**config.mk**
```make
export PLATFORM = sky130hd
export DESIGN_NAME = exec_muldiv
export DESIGN_NICKNAME = d
export VERILOG_FILES = /design/src/rtl/exec_muldiv_pkg.sv /design/src/rtl/exec_muldiv_div_core.sv /design/src/rtl/exec_muldiv.sv
export SDC_FILE = /design/constraint.sdc
export NUM_CORES = 2
export LEC_CHECK = 0
export ABC_AREA = 1
export BUFFER_PORTS_ARGS = -buffer_cell sky130_fd_sc_hd__buf_2
export CORE_UTILIZATION = 55
export DETAILED_ROUTE_END_ITERATION = 10
export PLACE_DENSITY_LB_ADDON = 0.08
export SYNTH_ARGS = -nofsm -noshare
export SYNTH_HDL_FRONTEND = slang
export SYNTH_SLANG_ARGS = --single-unit
```
**constraint.sdc**
```tcl
create_clock -name clk -period 14.65 [get_ports clk]
set_input_delay 1.465 -clock clk [delete_from_list [all_inputs] [get_ports clk]]
set_output_delay 1.465 -clock clk [all_outputs]
set_load 0.01 [all_outputs]
```
**src/rtl/exec_muldiv_pkg.sv**
```systemverilog
// exec_muldiv_pkg -- shared definitions for the EX-stage multiply/divide unit.
//   Op encodings (MD_MULT..MD_MSUB), FSM state type and constants,
//   divide-by-zero result constant and small op-classification helpers.
//   MULDIV_MADD_EN: when defined, MADD/MSUB are legal opcodes.
package exec_muldiv_pkg;

  localparam logic [2:0] MD_MULT  = 3'd0;
  localparam logic [2:0] MD_MULTU = 3'd1;
  localparam logic [2:0] MD_DIV   = 3'd2;
  localparam logic [2:0] MD_DIVU  = 3'd3;
  localparam logic [2:0] MD_MADD  = 3'd4;
  localparam logic [2:0] MD_MSUB  = 3'd5;

  typedef logic [2:0] md_state_t;

  localparam md_state_t ST_IDLE = 3'd0;
  localparam md_state_t ST_MUL  = 3'd1;
  localparam md_state_t ST_DIV  = 3'd2;
  localparam md_state_t ST_DIVZ = 3'd3;
  localparam md_state_t ST_DONE = 3'd4;

  // Divide by zero: HI returns the dividend, LO is this bit replicated.
  localparam logic DIVZ_LO_BIT = 1'b1;

  function automatic logic is_mul_op(input logic [2:0] op);
    return (op == MD_MULT) || (op == MD_MULTU) || (op == MD_MADD) || (op == MD_MSUB);
  endfunction

  function automatic logic is_div_op(input logic [2:0] op);
    return (op == MD_DIV) || (op == MD_DIVU);
  endfunction

  function automatic logic is_signed_op(input logic [2:0] op);
    return (op == MD_MULT) || (op == MD_DIV) || (op == MD_MADD) || (op == MD_MSUB);
  endfunction

  function automatic logic op_supported(input logic [2:0] op);
`ifdef MULDIV_MADD_EN
    return op <= MD_MSUB;
`else
    return op <= MD_DIVU;
`endif
  endfunction

endpackage

```
**src/rtl/exec_muldiv_div_core.sv**
```systemverilog
// md_div_core -- restoring radix-2 divider on unsigned magnitudes.
//   One quotient bit per cycle, WIDTH iterations after start.
// Ports:
//   clk, rst           clock, synchronous active-high reset
//   start              load dividend/divisor and begin iterating
//   abort              drop the division in progress
//   dividend, divisor  unsigned magnitudes (divisor must be non-zero)
//   done               high during the final iteration; quotient/remainder
//                      hold the final values from the following cycle on
//   quotient, remainder
module md_div_core #(
  parameter int WIDTH = 32
) (
  input  logic             clk,
  input  logic             rst,
  input  logic             start,
  input  logic             abort,
  input  logic [WIDTH-1:0] dividend,
  input  logic [WIDTH-1:0] divisor,
  output logic             done,
  output logic [WIDTH-1:0] quotient,
  output logic [WIDTH-1:0] remainder
);

  localparam int CW = $clog2(WIDTH) + 1;

  logic             running;
  logic [CW-1:0]    cnt;
  logic [WIDTH-1:0] dvsr_q;
  logic [WIDTH:0]   shifted;
  logic [WIDTH:0]   diff;

  // The quotient register doubles as the dividend shift register.
  assign shifted = {remainder, quotient[WIDTH-1]};
  assign diff    = shifted - {1'b0, dvsr_q};
  assign done    = running & (cnt == '0);

  always_ff @(posedge clk) begin
    if (rst) begin
      running   <= 1'b0;
      cnt       <= '0;
      dvsr_q    <= '0;
      quotient  <= '0;
      remainder <= '0;
    end else if (abort) begin
      running <= 1'b0;
    end else if (start) begin
      running   <= 1'b1;
      cnt       <= CW'(WIDTH - 1);
      dvsr_q    <= divisor;
      quotient  <= dividend;
      remainder <= '0;
    end else if (running) begin
      // Borrow out of the trial subtraction means restore.
      if (diff[WIDTH]) begin
        remainder <= shifted[WIDTH-1:0];
        quotient  <= {quotient[WIDTH-2:0], 1'b0};
      end else begin
        remainder <= diff[WIDTH-1:0];
        quotient  <= {quotient[WIDTH-2:0], 1'b1};
      end
      cnt <= cnt - CW'(1);
      if (cnt == '0) running <= 1'b0;
    end
  end

endmodule

```
**src/rtl/exec_muldiv.sv**
```systemverilog
// exec_muldiv -- multi-cycle multiply/divide unit beside the EX-stage ALU.
//   Runs MULT/MULTU/DIV/DIVU (and MADD/MSUB when MULDIV_MADD_EN is defined),
//   stalls IF/ID/EX until the {HI,LO} result is ready, then strobes it for
//   one cycle toward MEM.
// Ports:
//   clk, rst            clock, synchronous active-high reset
//   start_in            EX holds a mul/div op (held high while stalled)
//   op_in               opcode, see exec_muldiv_pkg
//   src1_in, src2_in    rs / rt operands
//   hilo_in             forwarded {HI,LO}, accumulator for MADD/MSUB
//   annul_in            flush: abandon the op in flight
//   stall_req           pipeline hold
//   busy                FSM not idle
//   whilo_out           one-cycle strobe, hi_out/lo_out valid
//   hi_out, lo_out      product high/low, or remainder/quotient
//
// state | meaning
// IDLE  | waiting for start_in with a supported op
// MUL   | product travelling down the MUL_LAT-deep pipeline
// DIV   | md_div_core iterating
// DIVZ  | divide by zero, fixed result next cycle
// DONE  | result on hi_out/lo_out, whilo_out high
module exec_muldiv
  import exec_muldiv_pkg::*;
#(
  parameter int WIDTH   = 32,
  parameter int MUL_LAT = 3
) (
  input  logic               clk,
  input  logic               rst,
  input  logic               start_in,
  input  logic [2:0]         op_in,
  input  logic [WIDTH-1:0]   src1_in,
  input  logic [WIDTH-1:0]   src2_in,
  input  logic [2*WIDTH-1:0] hilo_in,
  input  logic               annul_in,
  output logic               stall_req,
  output logic               busy,
  output logic               whilo_out,
  output logic [WIDTH-1:0]   hi_out,
  output logic [WIDTH-1:0]   lo_out
);

  localparam int DW = 2 * WIDTH;

  md_state_t        state_q, state_d;
  logic [2:0]       op_q;
  logic [WIDTH-1:0] s1_q, s2_q;
  logic [DW-1:0]    res_q;
  logic [DW-1:0]    pipe [MUL_LAT];
  logic [7:0]       mul_cnt;
  logic             accept, div_start, div_done;
  logic [DW-1:0]    prod_in, mul_acc, result;
  logic [WIDTH-1:0] div_q, div_r, q_fix, r_fix;

  function automatic logic [DW-1:0] ext(input logic [WIDTH-1:0] v, input logic sgn);
    return {{WIDTH{sgn & v[WIDTH-1]}}, v};
  endfunction

  function automatic logic [WIDTH-1:0] mag(input logic [WIDTH-1:0] v, input logic sgn);
    return (sgn & v[WIDTH-1]) ? -v : v;
  endfunction

  assign accept    = ~rst & ~annul_in & (state_q == ST_IDLE) & start_in & op_supported(op_in);
  assign div_start = accept & is_div_op(op_in) & (src2_in != '0);
  assign prod_in   = ext(src1_in, is_signed_op(op_in)) * ext(src2_in, is_signed_op(op_in));

  assign stall_req = accept | (state_q == ST_MUL) | (state_q == ST_DIV) | (state_q == ST_DIVZ);
  assign busy      = (state_q != ST_IDLE);

  always_comb begin
    state_d = state_q;
    if (state_q != ST_IDLE && annul_in) begin
      state_d = ST_IDLE;
    end else begin
      case (state_q)
        ST_IDLE: if (accept) begin
          if (is_mul_op(op_in))    state_d = ST_MUL;
          else if (src2_in == '0)  state_d = ST_DIVZ;
          else                     state_d = ST_DIV;
        end
        ST_MUL:  if (mul_cnt == '0) state_d = ST_DONE;
        ST_DIV:  if (div_done)      state_d = ST_DONE;
        ST_DIVZ: state_d = ST_DONE;
        default: state_d = ST_IDLE;
      endcase
    end
  end

  always_ff @(posedge clk) begin
    if (rst) begin
      state_q <= ST_IDLE;
      op_q    <= '0;
      s1_q    <= '0;
      s2_q    <= '0;
      mul_cnt <= '0;
      res_q   <= '0;
    end else begin
      state_q <= state_d;
      if (accept) begin
        op_q    <= op_in;
        s1_q    <= src1_in;
        s2_q    <= src2_in;
        mul_cnt <= 8'(MUL_LAT - 1);
      end else if (state_q == ST_MUL && mul_cnt != '0) begin
        mul_cnt <= mul_cnt - 8'd1;
      end
      if (state_q == ST_MUL && mul_cnt == '0) res_q <= mul_acc;
    end
  end

  // Product enters stage 0 on accept and shifts every cycle; the counter
  // guarantees it has reached the last stage when it is consumed.
  always_ff @(posedge clk) begin
    if (rst) begin
      pipe <= '{default: '0};
    end else begin
      if (accept) pipe[0] <= prod_in;
      for (int i = 1; i < MUL_LAT; i++) pipe[i] <= pipe[i-1];
    end
  end

`ifdef MULDIV_MADD_EN
  logic [DW-1:0] hilo_q;

  always_ff @(posedge clk) begin
    if (rst)         hilo_q <= '0;
    else if (accept) hilo_q <= hilo_in;
  end

  always_comb begin
    case (op_q)
      MD_MADD: mul_acc = hilo_q + pipe[MUL_LAT-1];
      MD_MSUB: mul_acc = hilo_q - pipe[MUL_LAT-1];
      default: mul_acc = pipe[MUL_LAT-1];
    endcase
  end
`else
  logic unused_hilo;
  assign unused_hilo = ^hilo_in;
  assign mul_acc     = pipe[MUL_LAT-1];
`endif

  md_div_core #(.WIDTH(WIDTH)) u_div (
    .clk       (clk),
    .rst       (rst),
    .start     (div_start),
    .abort     (annul_in),
    .dividend  (mag(src1_in, is_signed_op(op_in))),
    .divisor   (mag(src2_in, is_signed_op(op_in))),
    .done      (div_done),
    .quotient  (div_q),
    .remainder (div_r)
  );

  // Signed divide: quotient negative iff signs differ, remainder follows
  // the dividend. Most-negative / -1 falls out as most-negative, rem 0.
  always_comb begin
    q_fix = div_q;
    r_fix = div_r;
    if (op_q == MD_DIV) begin
      if (s1_q[WIDTH-1] ^ s2_q[WIDTH-1]) q_fix = -div_q;
      if (s1_q[WIDTH-1])                 r_fix = -div_r;
    end
  end

  always_comb begin
    if (is_mul_op(op_q))    result = res_q;
    else if (s2_q == '0)    result = {s1_q, {WIDTH{DIVZ_LO_BIT}}};
    else                    result = {r_fix, q_fix};
  end

  assign whilo_out        = (state_q == ST_DONE) & ~annul_in;
  assign {hi_out, lo_out} = whilo_out ? result : '0;

endmodule

```
# Word-level counts from Yosys, hierarchy flattened
# Index checks and enable logic that the tools add are counted.
[word_totals] input_bits=135 elab_cells=115 regBits=437 out_inout_bits=67
[classes] n_eq_ne=16 n_addsub=7 muxes=28 n_mul=1 n_lt_le_gt_ge=1 bitwise=16 n_reduce_logical=31
[ops] cell="two-way mux 32 bit" n=11
[ops] cell="two-way mux 64 bit" n=3
[ops] cell="negation 32 bit" n=4
[ops] cell="logical NOT 32 bit" n=2
[ops] cell="multiplier 33 x 33 -> 64 bit" n=1
[ops] cell="subtractor 33 x 32 -> 33 bit" n=1
[ops] cell="nonzero test 32 bit" n=1
[ops] cell="== test 3 x 2 -> 1 bit (second input constant)" n=5
[ops] cell="== test 3 bit (second input constant)" n=5
[ops] cell="two-way mux 6 bit" n=2
[ops] cell="one-hot mux 3 bit (4 select lines)" n=1
[ops] cell="AND 1 bit" n=10
[ops] cell="logical OR 1 bit" n=10
[ops] cell="== test 3 x 1 -> 1 bit (second input constant)" n=3
[ops] cell="logical NOT 3 bit" n=3
[ops] cell="two-way mux 3 bit" n=3
[ops] cell="logical NOT 8 bit" n=1
[ops] cell="nonzero test 8 bit" n=1
[ops] cell="subtractor 8 x 1 -> 8 bit (second input constant)" n=1
[ops] cell="logical NOT 6 bit" n=1
[ops] cell="two-way mux 2 bit" n=3
[ops] cell="OR reduction 2 bit" n=3
[ops] cell="subtractor 6 x 1 -> 6 bit (second input constant)" n=1
[ops] cell="two-way mux 1 bit" n=5
[ops] cell="11 further kinds" n=19

# Longest topological paths before layout
[depth] ltp_word=9 depth_mapped=36

# Hierarchy
# Synthesis repeated with hierarchy kept, for this count alone.
[hier_totals] hier_cells=8450 hier_area_um2=62341.0
[modules_own_cells] module="exec_muldiv" seq_area_each_um2=6686.4 area_per_inst_um2=55031.5 cells_each=7236 n_inst=1
[modules_own_cells] module="md_div_core" seq_area_each_um2=2062.0 area_per_inst_um2=7309.5 cells_each=1214 n_inst=1

# Least setup slack after synthesis
# OpenSTA, ideal clock, no wires.
[synth_path] path_type="in2reg" start="in op_in[2]" end="reg pipe[191] (netlist name)" path_slack_ps=6098 setup_ps=114 t_arrival_ps=8439 n_path_buf=2 stages=30 path_cell_list="inv_1 > nand2_1 > nand2_1 > buf_1 > buf_1 > nor2_1 > fa_1 > inv_1 > fa_1 > inv_1 > fa_1 > inv_1 > fa_1 > inv_1 > fa_1 > inv_1 > fa_1 > fa_1 > fa_1 > inv_1 > ha_1 > nand2_1 > nor3_1 > nand2_1 > nor3_1 > nand2_1 > nand2_1 > nand3_1 > nand3_1 > nand2_1"
[synth_via] elab_chain_len=6 word_cells_on_any_way=12
[synth_rtl] item="from (decl)" line="exec_muldiv.sv:32" rtl="input logic [2:0] op_in,"
[synth_rtl] item="== test 3 x 2 -> 1 bit / logical NOT 3 bit (equally long branches)" line="exec_muldiv_pkg.sv:34" rtl="return (op == MD_MULT) || (op == MD_DIV) || (op == MD_MADD) || (op == MD_MSUB);"
[synth_rtl] item="logical OR 1 bit (3 in a row)" line="exec_muldiv_pkg.sv:34"
[synth_rtl] item="AND 1 bit" line="exec_muldiv.sv:57" rtl="return {{WIDTH{sgn & v[WIDTH-1]}}, v};"
[synth_rtl] item="multiplier 33 x 33 -> 64 bit" line="exec_muldiv.sv:66" rtl="assign prod_in = ext(src1_in, is_signed_op(op_in)) * ext(src2_in, is_signed_op(op_in));"
[synth_rtl] item="to (decl)" line="exec_muldiv.sv:50" rtl="logic [DW-1:0] pipe [MUL_LAT];"
# Parallel ways exist; a longest one is shown, timed or not.
# A chain may end at the register's enable or synchronous reset.

# Worst setup path after layout
[layout_path] start="in op_in[2]" end="reg pipe[185] (netlist name)"
# Same word-level chain as after synthesis.

==> impl_metrics.toml <==
[global_routing]
grt-ovfl-total = 0
top_usage_layer = "met2"
grt_antenna_before_repair = 12
grt_use_met1 = 0.4960
use_met2 = 0.6043
grtUsageTotal = 0.3745
first_global_vias = 53640
grt_pass1_wl_microns = 318200
grtUsageMet3 = 0.07193
grt_start_max_net_pins = 106

[timing]
setup_slack_ps = 5293
timing.setup.tns_ps = 0
post-route-period-util = 0.6387
min_period_ps = 9357
worstMarginPinSlew_ps = 1175
max_freq_ghz = 0.1069
finalMaxSlewViolations = 0
hold_viol_final = 0
relSlewSlack = 0.2149
clock_skew_ps = 47.91
hold_ws_ps = 389.5
setup_viol = 0
rsz0062_at_grt = "no"

[setup_path]
crit_arrival_ps = 9870
cp-start-kind = "input port"
cp-end-kind = "flip-flop"
cp-startpoint = "op_in[2]"
cp.required_ps = 15160
path_buf_inv = 9
path_max_fanout = 32
worst_path_max_delay_cell = "fa_1"
critPathTopFamily = "adder cells"
rr_startpoint = "u_div.quotient[31]$_SDFFE_PP0P_"
cpPeakStageDelay_ps = 860
path_common_cell = "fa_1"
critical_path_class = "in2reg"

[yosys]
synth-seq-cells = 437
yosys.area_share.xor_xnor = 0.01545
synth_area_sq_um = 61800
synth_mux_area_frac = 0
synth_compound_area_frac = 0.06513
synth_simple_gate_area_share = 0.2076
yosysWarnings = 0
syn_avg_cell_area_sq_um = 7.361
synthFlopType = "dfxtp_1"
synth-async-reset-ratio = 0
syn-num-nets = 9908
synth_top_family_by_area = "adder cells"
synth-edff-count = 0
syn_inst = 8395
ys_seq_area_frac = 0.1416
synth_cell_types = 46
synth_fa_ha_area_frac = 0.4158

[drt]
dr.pass1.iters = 8
wl_microns = 207900
wire_per_inst_microns = 21.24
vias = 52780
drcViolationCount = 0
ant_nets = 0
drt-initial-drc-count = 4683
vias_per_cell = 5.393

[die]
start_util = 0.5569
die_h_microns = 337.2
ios = 202
coreArea_sq_um = 111000
die-area_sq_um = 113700
die_w_microns = 337.2
row_count = 122

[cts]
cts.sinks = 437
htree_num_levels = 2
cts_made_buffers = 45
cts_tree = "done"
cts-root-buf = "clkbuf_16"
worstSkewPairLatency_ps = 620
post_cts.repair.setup_buffers = 0
cts_buffer_depth = 3
cts_resized = 0
clk_pin_slew_ps = 70
cts_hold_buf = 0

[cells_and_area]
area_growth_pct = 5.114
layout_common_cells = "inv_1, nand2_1, fa_1, nor2_1, dfxtp_1"
final_nets = 9773
drive_gt1_frac = 0.04161
final_common_cell = "inv_1"
fillCellCount = 10770

[hold_path]
hold_start = "pipe[79]$_SDFF_PP0_"
hold_path.class = "reg2reg"

[placed_design]
portBuffers = 137
hpwl_microns = 160900
gp_congestion = 0.9889
dp_slack_ps = 4729

[outcome]
status = "finished, final reports clean"

[run]
drv_cap = 0
[Yosys cell counts (2+ instances only)]
library cell | number | area share
o21bai_1 | 24 | 0.0029
nor3_1 | 45 | 0.0036
o22ai_1 | 2 | 0.00020
xor2_1 | 70 | 0.0099
a211oi_1 | 7 | 0.00085
o21a_1 | 3 | 0.00036
buf_4 | 9 | 0.0011
nand3_1 | 298 | 0.024
nor4_1 | 17 | 0.0017
fa_1 | 1126 | 0.36
o21ai_0 | 371 | 0.030
buf_1 | 55 | 0.0033
ha_1 | 252 | 0.051
a31oi_1 | 16 | 0.0016
nand2_1 | 2068 | 0.13
o21ai_1 | 9 | 0.00073
a22o_1 | 3 | 0.00043
nand3b_1 | 17 | 0.0021
buf_2 | 35 | 0.0028
clkinv_1 | 4 | 0.00024
nand4_1 | 60 | 0.0061
o211ai_1 | 36 | 0.0044
inv_2 | 8 | 0.00049
a21o_1 | 3 | 0.00036
nor2_2 | 5 | 0.00051
or2_2 | 14 | 0.0014
nand2_2 | 2 | 0.00020
inv_1 | 2095 | 0.13
and3_1 | 5 | 0.00051
nor2_4 | 4 | 0.00073
clkbuf_1 | 305 | 0.019
o31ai_1 | 5 | 0.00061
a21oi_1 | 271 | 0.022
nor2_1 | 660 | 0.040
xnor2_1 | 39 | 0.0055
dfxtp_1 | 437 | 0.14
buf_6 | 4 | 0.00073
and2_1 | 3 | 0.00030
[area by class of cell]
| class | instances | area (sq um) | area share |
|---|---|---|---|
| Multi-Input combinational cell | 5443 | 43540 | 0.6702 |
| Sequential cell | 437 | 8750 | 0.1347 |
| Inverter | 2107 | 7910 | 0.1218 |
| Tap cell | 1488 | 1862 | 0.02866 |
| Timing Repair Buffer | 226 | 1360 | 0.02094 |
| Clock buffer | 59 | 1259 | 0.01938 |
| Clock inverter | 20 | 269.0 | 0.004141 |
| Antenna cell | 5 | 12.51 | 0.0001926 |
[worst register-to-register path: cells and delay by family (launching register included)]
family                   cells  cell delay (ps)
AO/OA/AOI/OAI                1               60
flip-flops                   1              330
AND/OR/NAND/NOR             11             2110
adder cells (fa/ha/maj)      2              660
buffers and inverters        2              360
[path summary, 6_finish.rpt]
check,endpoint,slack (ps),depth (start not counted)
worst min register to register,mul_acc[15]$_SDFF_PP0_,390,2
worst max-delay path,pipe[185]$_SDFFE_PP0P_,5290,30
worst min-delay path,mul_acc[15]$_SDFF_PP0_,390,2
worst max register to register,u_div.remainder[30]$_SDFFE_PP0P_,10930,16
[metrics by stage]
| step | std cells | util | cell area, sq um |
|---|---|---|---|
| floorplan | 8395 | - | 61800 |
| global placement | 9701 | 0.5715 | 63420 |
| detailed placement | 9701 | 0.5715 | 63420 |
| CTS | 9780 | 0.5852 | 64950 |
| global route | 9780 | 0.5852 | 64950 |
| finish | 9785 | 0.5854 | 64960 |
[cells by family after synthesis]
| group | Yosys count |
|---|---|
| compound gates | 755 |
| xor+xnor | 109 |
| fa+ha+maj | 1378 |
| buf+inv | 2515 |
| flops | 437 |
| simple gates | 3201 |
[state kept, by name, indices dropped and copies added, names as in the netlist]
name / flops
u_div.cnt: 6
u_div.running: 1
pipe: 128
mul_acc: 64
op_q: 3
s1_q: 32
s2_q: 32
u_div.dvsr_q: 32
state_q: 3
u_div.remainder: 32
mul_cnt: 8
u_div.quotient: 32
res_q: 64
[layer usage]
| layer | vias up | routed length [microns] |
|---|---|---|
| met4 | 6 | 9391 |
| met1 | 25880 | 84960 |
| met5 | - | 43 |
| met2 | 2272 | 94570 |
| li1 | 24170 | - |
| met3 | 455 | 18890 |
Power is not shown: default switching activity piles up to over one toggle a cycle in this logic, so the estimate is an artifact.
